### src/rtl/ref_home_pkg.sv
// Shared constants for the reference-homing sequencer: widths and FSM encoding.
package ref_home_pkg;

  localparam int POS_W  = 20;  // pulse position count width
  localparam int TMO_W  = 20;  // timeout step counter width
  localparam int FCNT_W = 4;   // debounce filter counter width

  localparam logic [1:0] ST_IDLE  = 2'd0;
  localparam logic [1:0] ST_ARMED = 2'd1;
  localparam logic [1:0] ST_DONE  = 2'd2;
  localparam logic [1:0] ST_FAULT = 2'd3;

  // Saturating increment: the timeout count sticks at all-ones instead of wrapping.
  function automatic logic [TMO_W-1:0] sat_inc(input logic [TMO_W-1:0] v);
    return (v == {TMO_W{1'b1}}) ? v : v + TMO_W'(1);
  endfunction

endpackage

### src/rtl/ref_debounce.sv
// Two-flop synchronizer and consecutive-sample debounce filter for the raw
// reference switch. RefFall is a one-cycle strobe on a filtered 1->0 change.
module ref_debounce
  import ref_home_pkg::*;
#(
  parameter int DEB_LEN = 4
) (
  input  logic Clk,
  input  logic RefDoneClr,
  input  logic Ref,
  output logic RefF,
  output logic RefFall
);

  // The filter flips on the cycle the mismatch count would reach DEB_LEN.
  localparam logic [FCNT_W-1:0] CNT_LAST = FCNT_W'(DEB_LEN - 1);

  logic              s0_q, s1_q;
  logic              ref_f_q, ref_f_d;
  logic              ref_prev_q;
  logic [FCNT_W-1:0] cnt_q, cnt_d;

  // Synchronize the asynchronous switch input; idle level is high.
  always_ff @(posedge Clk or posedge RefDoneClr) begin
    if (RefDoneClr) begin
      s0_q <= 1'b1;
      s1_q <= 1'b1;
    end else begin
      s0_q <= Ref;
      s1_q <= s0_q;
    end
  end

  // Count consecutive samples disagreeing with the filtered level.
  always_comb begin
    ref_f_d = ref_f_q;
    cnt_d   = '0;
    if (s1_q != ref_f_q) begin
      if (cnt_q == CNT_LAST) begin
        ref_f_d = s1_q;
        cnt_d   = '0;
      end else begin
        cnt_d = cnt_q + FCNT_W'(1);
      end
    end
  end

  // Filtered level, its previous value for edge detection, and the counter.
  always_ff @(posedge Clk or posedge RefDoneClr) begin
    if (RefDoneClr) begin
      ref_f_q    <= 1'b1;
      ref_prev_q <= 1'b1;
      cnt_q      <= '0;
    end else begin
      ref_f_q    <= ref_f_d;
      ref_prev_q <= ref_f_q;
      cnt_q      <= cnt_d;
    end
  end

  assign RefF    = ref_f_q;
  assign RefFall = ref_prev_q & ~ref_f_q;

endmodule

### src/rtl/ref_home_seq.sv
// Reference homing sequencer: seeks the reference switch while enabled,
// clears the downstream position counter on the filtered switch edge and
// captures the position at that moment; faults if the seek runs too long.
//
// Handshake: none; StepStb is a single-cycle qualifier, Refpls a single-cycle
// strobe emitted only on the ARMED->DONE transition.
module ref_home_seq
  import ref_home_pkg::*;
#(
  parameter int               DEB_LEN       = 4,
  parameter logic [TMO_W-1:0] TIMEOUT_STEPS = 20'd100000
) (
  input  logic             Clk,
  input  logic             RefDoneClr,
  input  logic             RefEn,
  input  logic             Ref,
  input  logic             StepStb,
  input  logic [POS_W-1:0] PlsCntIn,
  output logic             RunReq,
  output logic             Refpls,
  output logic             RefDone,
  output logic [POS_W-1:0] RefPosLatch,
  output logic             TimeoutErr,
  output logic             Busy
);

  logic             ref_f, ref_fall;
  logic [1:0]       state_q, state_d;
  logic [TMO_W-1:0] tmo_q, tmo_d;
  logic [TMO_W-1:0] tmo_inc;
  logic             refpls_q, refpls_d;
  logic             done_q, done_d;
  logic             terr_q, terr_d;
  logic [POS_W-1:0] latch_q, latch_d;

  ref_debounce #(.DEB_LEN(DEB_LEN)) u_deb (
    .Clk        (Clk),
    .RefDoneClr (RefDoneClr),
    .Ref        (Ref),
    .RefF       (ref_f),
    .RefFall    (ref_fall)
  );

  assign tmo_inc = sat_inc(tmo_q);

  // Next-state logic; abort beats the switch edge, the edge beats timeout.
  always_comb begin
    state_d  = state_q;
    tmo_d    = tmo_q;
    refpls_d = 1'b0;
    done_d   = done_q;
    terr_d   = terr_q;
    latch_d  = latch_q;
    case (state_q)
      ST_IDLE: begin
        // With the switch already engaged there is no edge to find: wait.
        if (RefEn && ref_f) begin
          state_d = ST_ARMED;
          tmo_d   = '0;
        end
      end
      ST_ARMED: begin
        if (!RefEn) begin
          state_d = ST_IDLE;
          tmo_d   = '0;
        end else if (ref_fall) begin
          state_d  = ST_DONE;
          refpls_d = 1'b1;
          done_d   = 1'b1;
          latch_d  = PlsCntIn;
        end else if (StepStb) begin
          tmo_d = tmo_inc;
          if ((TIMEOUT_STEPS != '0) && (tmo_inc == TIMEOUT_STEPS)) begin
            state_d = ST_FAULT;
            terr_d  = 1'b1;
          end
        end
      end
      ST_DONE: begin
        state_d = ST_DONE;
      end
      ST_FAULT: begin
        if (!RefEn) state_d = ST_IDLE;
      end
      default: begin
        state_d = ST_IDLE;
      end
    endcase
  end

  // State, timeout counter, sticky flags and capture register.
  always_ff @(posedge Clk or posedge RefDoneClr) begin
    if (RefDoneClr) begin
      state_q  <= ST_IDLE;
      tmo_q    <= '0;
      refpls_q <= 1'b0;
      done_q   <= 1'b0;
      terr_q   <= 1'b0;
      latch_q  <= '0;
    end else begin
      state_q  <= state_d;
      tmo_q    <= tmo_d;
      refpls_q <= refpls_d;
      done_q   <= done_d;
      terr_q   <= terr_d;
      latch_q  <= latch_d;
    end
  end

  assign RunReq      = (state_q == ST_ARMED);
  assign Busy        = (state_q == ST_ARMED);
  assign Refpls      = refpls_q;
  assign RefDone     = done_q;
  assign TimeoutErr  = terr_q;
  assign RefPosLatch = latch_q;

endmodule

### config.mk
export PLATFORM = sky130hd
export DESIGN_NAME = ref_home_seq
export DESIGN_NICKNAME = d
export VERILOG_FILES = /design/src/rtl/ref_home_pkg.sv /design/src/rtl/ref_debounce.sv /design/src/rtl/ref_home_seq.sv
export SDC_FILE = /design/constraint.sdc
export NUM_CORES = 1
export LEC_CHECK = 0
export ABC_AREA = 0
export ABC_CLOCK_PERIOD_IN_PS = 2500
export BUFFER_PORTS_ARGS = -buffer_cell sky130_fd_sc_hd__buf_2
export CORE_ASPECT_RATIO = 0.75
export CORE_MARGIN = 1.5
export CORE_UTILIZATION = 50
export DETAILED_ROUTE_END_ITERATION = 10
export PLACE_DENSITY = 0.73
export SYNTH_ARGS = -nofsm -noshare
export SYNTH_HDL_FRONTEND = slang
export SYNTH_SLANG_ARGS = --single-unit
### constraint.sdc
create_clock -name Clk -period 2.5 [get_ports Clk]
set_clock_uncertainty 0.15 [all_clocks]
set_input_delay 0.125 -clock Clk [delete_from_list [all_inputs] [get_ports Clk]]
set_output_delay 0.125 -clock Clk [all_outputs]
set_load 0.02 [all_outputs]
---- Word-level counts from Yosys, hierarchy flattened ----
Index checks and enable logic that the tools add are counted.
word-level totals
  register bits after elaboration ......... 53
  input bits .............................. 25
  word-level logic and storage cells ...... 55
  output and inout bits ................... 25
cells by class
  multiplexer cells ....................... 18
  bitwise gates (word level) .............. 3
  eq/ne operators ......................... 13
  add/subtract/negate cells ............... 2
  reduce and logical (&&, ||, !) cells .... 8
operators by type and width
  operator               count
  $mux 20                5
  $pmux 20 s2            1
  $add 20x1->20 const B  1
  $eq 20x17->1 const B   1
  $eq 20x20->1 const B   1
  $mux 2                 6
  $mux 4                 2
  $pmux 2 s4             1
  $reduce_and 4->1       2
  $ne 3x3->1 const B     2
  $reduce_and 5->1       1
  $add 4x1->4 const B    1
  $eq 2x2->1 const B     2
  $eq 4x2->1 const B     1
  $ne 2x2->1 const B     2
  $ne 4x2->1 const B     1
  $ne 4x3->1 const B     1
  $mux 1                 3
  $reduce_and 3->1       1
  $eq 2x1->1 const B     1
  $logic_not 2->1        1
  $not 1->1              2
  $reduce_and 2->1       1
  $reduce_bool 2->1      1
  other kinds (3)        3

---- Depth between registers and ports, before layout ----
  depth in word-level cells ............... 8
  mapped depth ............................ 8
  gate-level depth less buffers ........... 7

---- Cells and area by module ----
From an unflattened synthesis, not the netlist that was laid out.
second synthesis, totals
  cells, all modules ...................... 276
  area total of the unflattened synthesis .. 2812.7 um^2
by module, submodules not included
  module        cells each  times used  sequential area each (um^2)  area each (um^2)
  ref_home_seq  253         1           1126.1                       2486.1
  ref_debounce  23          1           205.2                        326.6

---- Least setup slack after synthesis ----
OpenSTA, ideal clock, no wires.
  path type ............................... register -> register
  start point ............................. register tmo_q[1]
  end point ............................... register with a tool-made name
  data required time ...................... 2.273 ns
  slack ................................... 0.152 ns
  period minus slack after synthesis ...... 2.348 ns
  data arrival time ....................... 2.121 ns
  library setup time ...................... 0.077 ns
  path buffers ............................ 1
  stages on the path, launching flop included .. 9
  path through ............................ dfrtp_1 > ha_1 > buf_2 > nand4_2 > nor4_2 > xnor2_1 > a2111oi_4 > nand4_1 > a21oi_1
RTL lines
  element                 line                 source
  from (decl)             ref_home_seq.sv:29   logic [TMO_W-1:0] tmo_q, tmo_d;
  from (signal assigned)  ref_home_seq.sv:102  tmo_q <= tmo_d;

==> flow_metrics.tcl <==
set metrics [dict create \
    muxShareOfSynthArea_pct 8.54 \
    syn_to_final_growth_pct 26.8 \
    max_freq_mhz 417 \
    p_leak_nw 1.67 \
    coreArea_um2 5470 \
    yosys_register_bits 53 \
    die_h_um 68.8 \
    grt_overflow 0 \
    route.detailed.drc 0 \
    path_class "flop to flop" \
    hold_start "StepStb" \
    pwr-share-clk_pct 33.5 \
    seqPwrFrac_pct 58.6 \
    synth-async-reset-ratio_pct 100 \
    vias_per_cell 5.80 \
    synth.area.top_cells "dfrtp_1, mux2_2, o21ai_0" \
    whs_ns 0.0758 \
    yosys.area.top_type_share_pct 42.5 \
    hold_viol 0 \
    cts_inserted_buffers 5 \
    tns_ns 0 \
    final_max_slew_viol_count 0 \
    synth-xor-area-share_pct 1.21 \
    grt_pass1_wl_mm 12.5 \
    wl_per_cell_um 16.5 \
    nets 401 \
    port_buffers 49 \
    drive_above_1_share_pct 34.7 \
    rsz0062_at_grt "no" \
    clk-insertion-delay-late_ns 0.31 \
    grt_use_total_pct 25.5 \
    synthAdderAreaFrac_pct 0.867 \
    ctsLongestPathBuffers 2 \
    postRouteAntennaNets 0 \
    first_iter_violations 210 \
    clockRootBuffer "clkbuf_8" \
    grt_max_degree 54 \
    layout_commonest_cell "buf_2" \
    cts.sinks 53 \
    synth_edf_count 0 \
    synth_compound_area_share_pct 16.6 \
    wl_mm 7.42 \
    io_pins 50 \
    grt_pass1_vias 2562 \
    synth-simple-area-share_pct 21.1 \
    cp-end-kind "flop" \
    die_w_um 90.8 \
    rows 23 \
    ys.flop_type "dfrtp_1" \
    ys_warn_count 0 \
    syn_area_um2 2890 \
    place_congestion 0.919 \
    netlist_instances 288 \
    final_cell_mix "buf_2, dfrtp_1, buf_4" \
    syn-num-nets 315 \
    synth_top_family_by_area "simple AND/OR/NAND/NOR gates" \
    htreeDepth 2 \
    hpwl_mm 4.84 \
    synth_largest_area_cell "dfrtp_1" \
    fin_crit_ns 2.40 \
    drt_first_pass_iters 5 \
    route.vias.total 2609 \
    crit_required_ns 2.59 \
    swShare_pct 24.6 \
    holdPathStages 4 \
    cts_tree "yes" \
    drv_cap 0 \
    cp-start-kind "flop" \
    worst_pin_slew_ns 0.650 \
    ir_drop_uv 321 \
    avgSynthCellArea_um2 10.0 \
    reg2reg_depth 7 \
    worstPathMaxFanout 2 \
    arrival_ns 2.49 \
    ys_seq_area_share_pct 46.1 \
    die-area_um2 6250 \
    intPower_w 0.00119 \
    post-route-util_pct 67.0 \
    ys_types 54 \
    slew-limit-headroom_pct 56.6 \
    cts.reportedPaths.clkPinSlew_ns 0.10 \
    p_switching_w 0.000389 \
    post-route-period-util_pct 96.0 \
    r2r_slack_ns 0.10 \
    grt_antenna_before_repair 0 \
    initial_core_util_pct 52.8 \
    run_status "finished clean" \
    finalSetupViolations 0 \
    power_density_nw_per_um2 432 \
    combPwrFrac_pct 7.9 \
    rr_startpoint "tmo_q[0]$_DFFE_PP0P_" \
    hp-class "input port to flop" \
    n_antenna_cell 0 \
]
cell type report:
type | count | area [um^2]
Fill cell | 432 | 1810
Multi-Input combinational cell | 203 | 1410
Sequential cell | 53 | 1330
Timing Repair Buffer | 99 | 678
Tap cell | 75 | 93.8
Clock buffer | 6 | 82.6
Inverter | 12 | 45.0
Clock inverter | 2 | 17.5
sequential cells by signal, summed over array words and instances (netlist names), named ones only:
name / count
RefPosLatch: 20
state_q: 1
Refpls: 1
u_deb.s1_q: 1
u_deb.s0_q: 1
u_deb.RefF: 1
u_deb.ref_prev_q: 1
tmo_q: 20
TimeoutErr: 1
RefDone: 1
u_deb.cnt_q: 4
power groups by stage:
stage | clock network, W | registers, W | logic, W
after floorplan | 0 | 0.000934 | 0.0000593
after global placement | 0 | 0.000939 | 0.0000924
after detailed placement | 0 | 0.000943 | 0.0000954
after CTS | 0.000540 | 0.000926 | 0.000124
after global routing | 0.000566 | 0.000929 | 0.000140
final | 0.000530 | 0.000926 | 0.000124
logic make-up after synthesis:
logic type / after synthesis
muxes: 22
xor gates and xnor gates: 4
DFF: 53
and+or+nand+nor: 102
buffers and inverters: 32
adders and majority gates: 2
AOI/OAI and AO/OA: 73
worst max-delay path by stage:
| stage | startpoint | endpoint | slack [ns] | cells past startpoint |
|---|---|---|---|---|
| floorplan | tmo_q[1]$_DFFE_PP0P_ | flop | 0.15 | 8 |
| global placement | tmo_q[0]$_DFFE_PP0P_ | flop | 0.17 | 7 |
| detailed placement | tmo_q[0]$_DFFE_PP0P_ | flop | 0.09 | 7 |
| CTS | tmo_q[0]$_DFFE_PP0P_ | flop | 0.06 | 7 |
| global route | tmo_q[0]$_DFFE_PP0P_ | flop | 0.004 | 7 |
| finish | tmo_q[0]$_DFFE_PP0P_ | flop | 0.10 | 7 |
cell usage after synthesis, types with 4 or more instances:
cell      instances
inv_1            12
dfstp_2           4
a21oi_1          21
or3_1             5
buf_2             4
dfrtp_1          49
nor4_1            6
a31oi_1           8
mux2_2           21
nand2_1          19
o21ai_0          25
nand4_1           7
nand3_1          13
clkbuf_1          9
nor2_1           14
nor3_1            9
buf_4             4
repair_timing:
| item | 4_1_cts | 5_1_grt |
|---|---|---|
| setup buffers | 0 | 0 |
| hold buffers | 23 | 0 |
| resized for setup | 0 | 3 |
| endpoints found under the setup margin | 0 | 2 |
| hold endpoints to repair | 71 | 0 |
through the flow:
stage | cell area (um^2) | setup slack [ns] | power [W] | cells
global placement | 3320 | 0.169 | 0.00103 | 419
finish | 3660 | 0.100 | 0.00158 | 450
floorplan | 2890 | 0.152 | 0.000993 | 288
detailed placement | 3320 | 0.0924 | 0.00104 | 419
global route | 3660 | 0.00431 | 0.00163 | 450
CTS | 3650 | 0.0633 | 0.00159 | 450
routing by layer:
metal / GRT usage, % / routed length, um
met1: 34.5 / 3420
met2: 42.4 / 3490
met3: 4.61 / 442
met4: 7.74 / 80
met5: 2.50 / 0
worst max-delay path: stages (launching register included):
cell and delay (ns):
dfrtp_1 0.40, ha_2 0.29, nor2_1 0.09, nand3_1 0.09, or4_1 0.60, a2111oi_4 0.34, nand4_1 0.18, a21oi_1 0.18
Note: power is estimated with default switching activity, not from simulation.
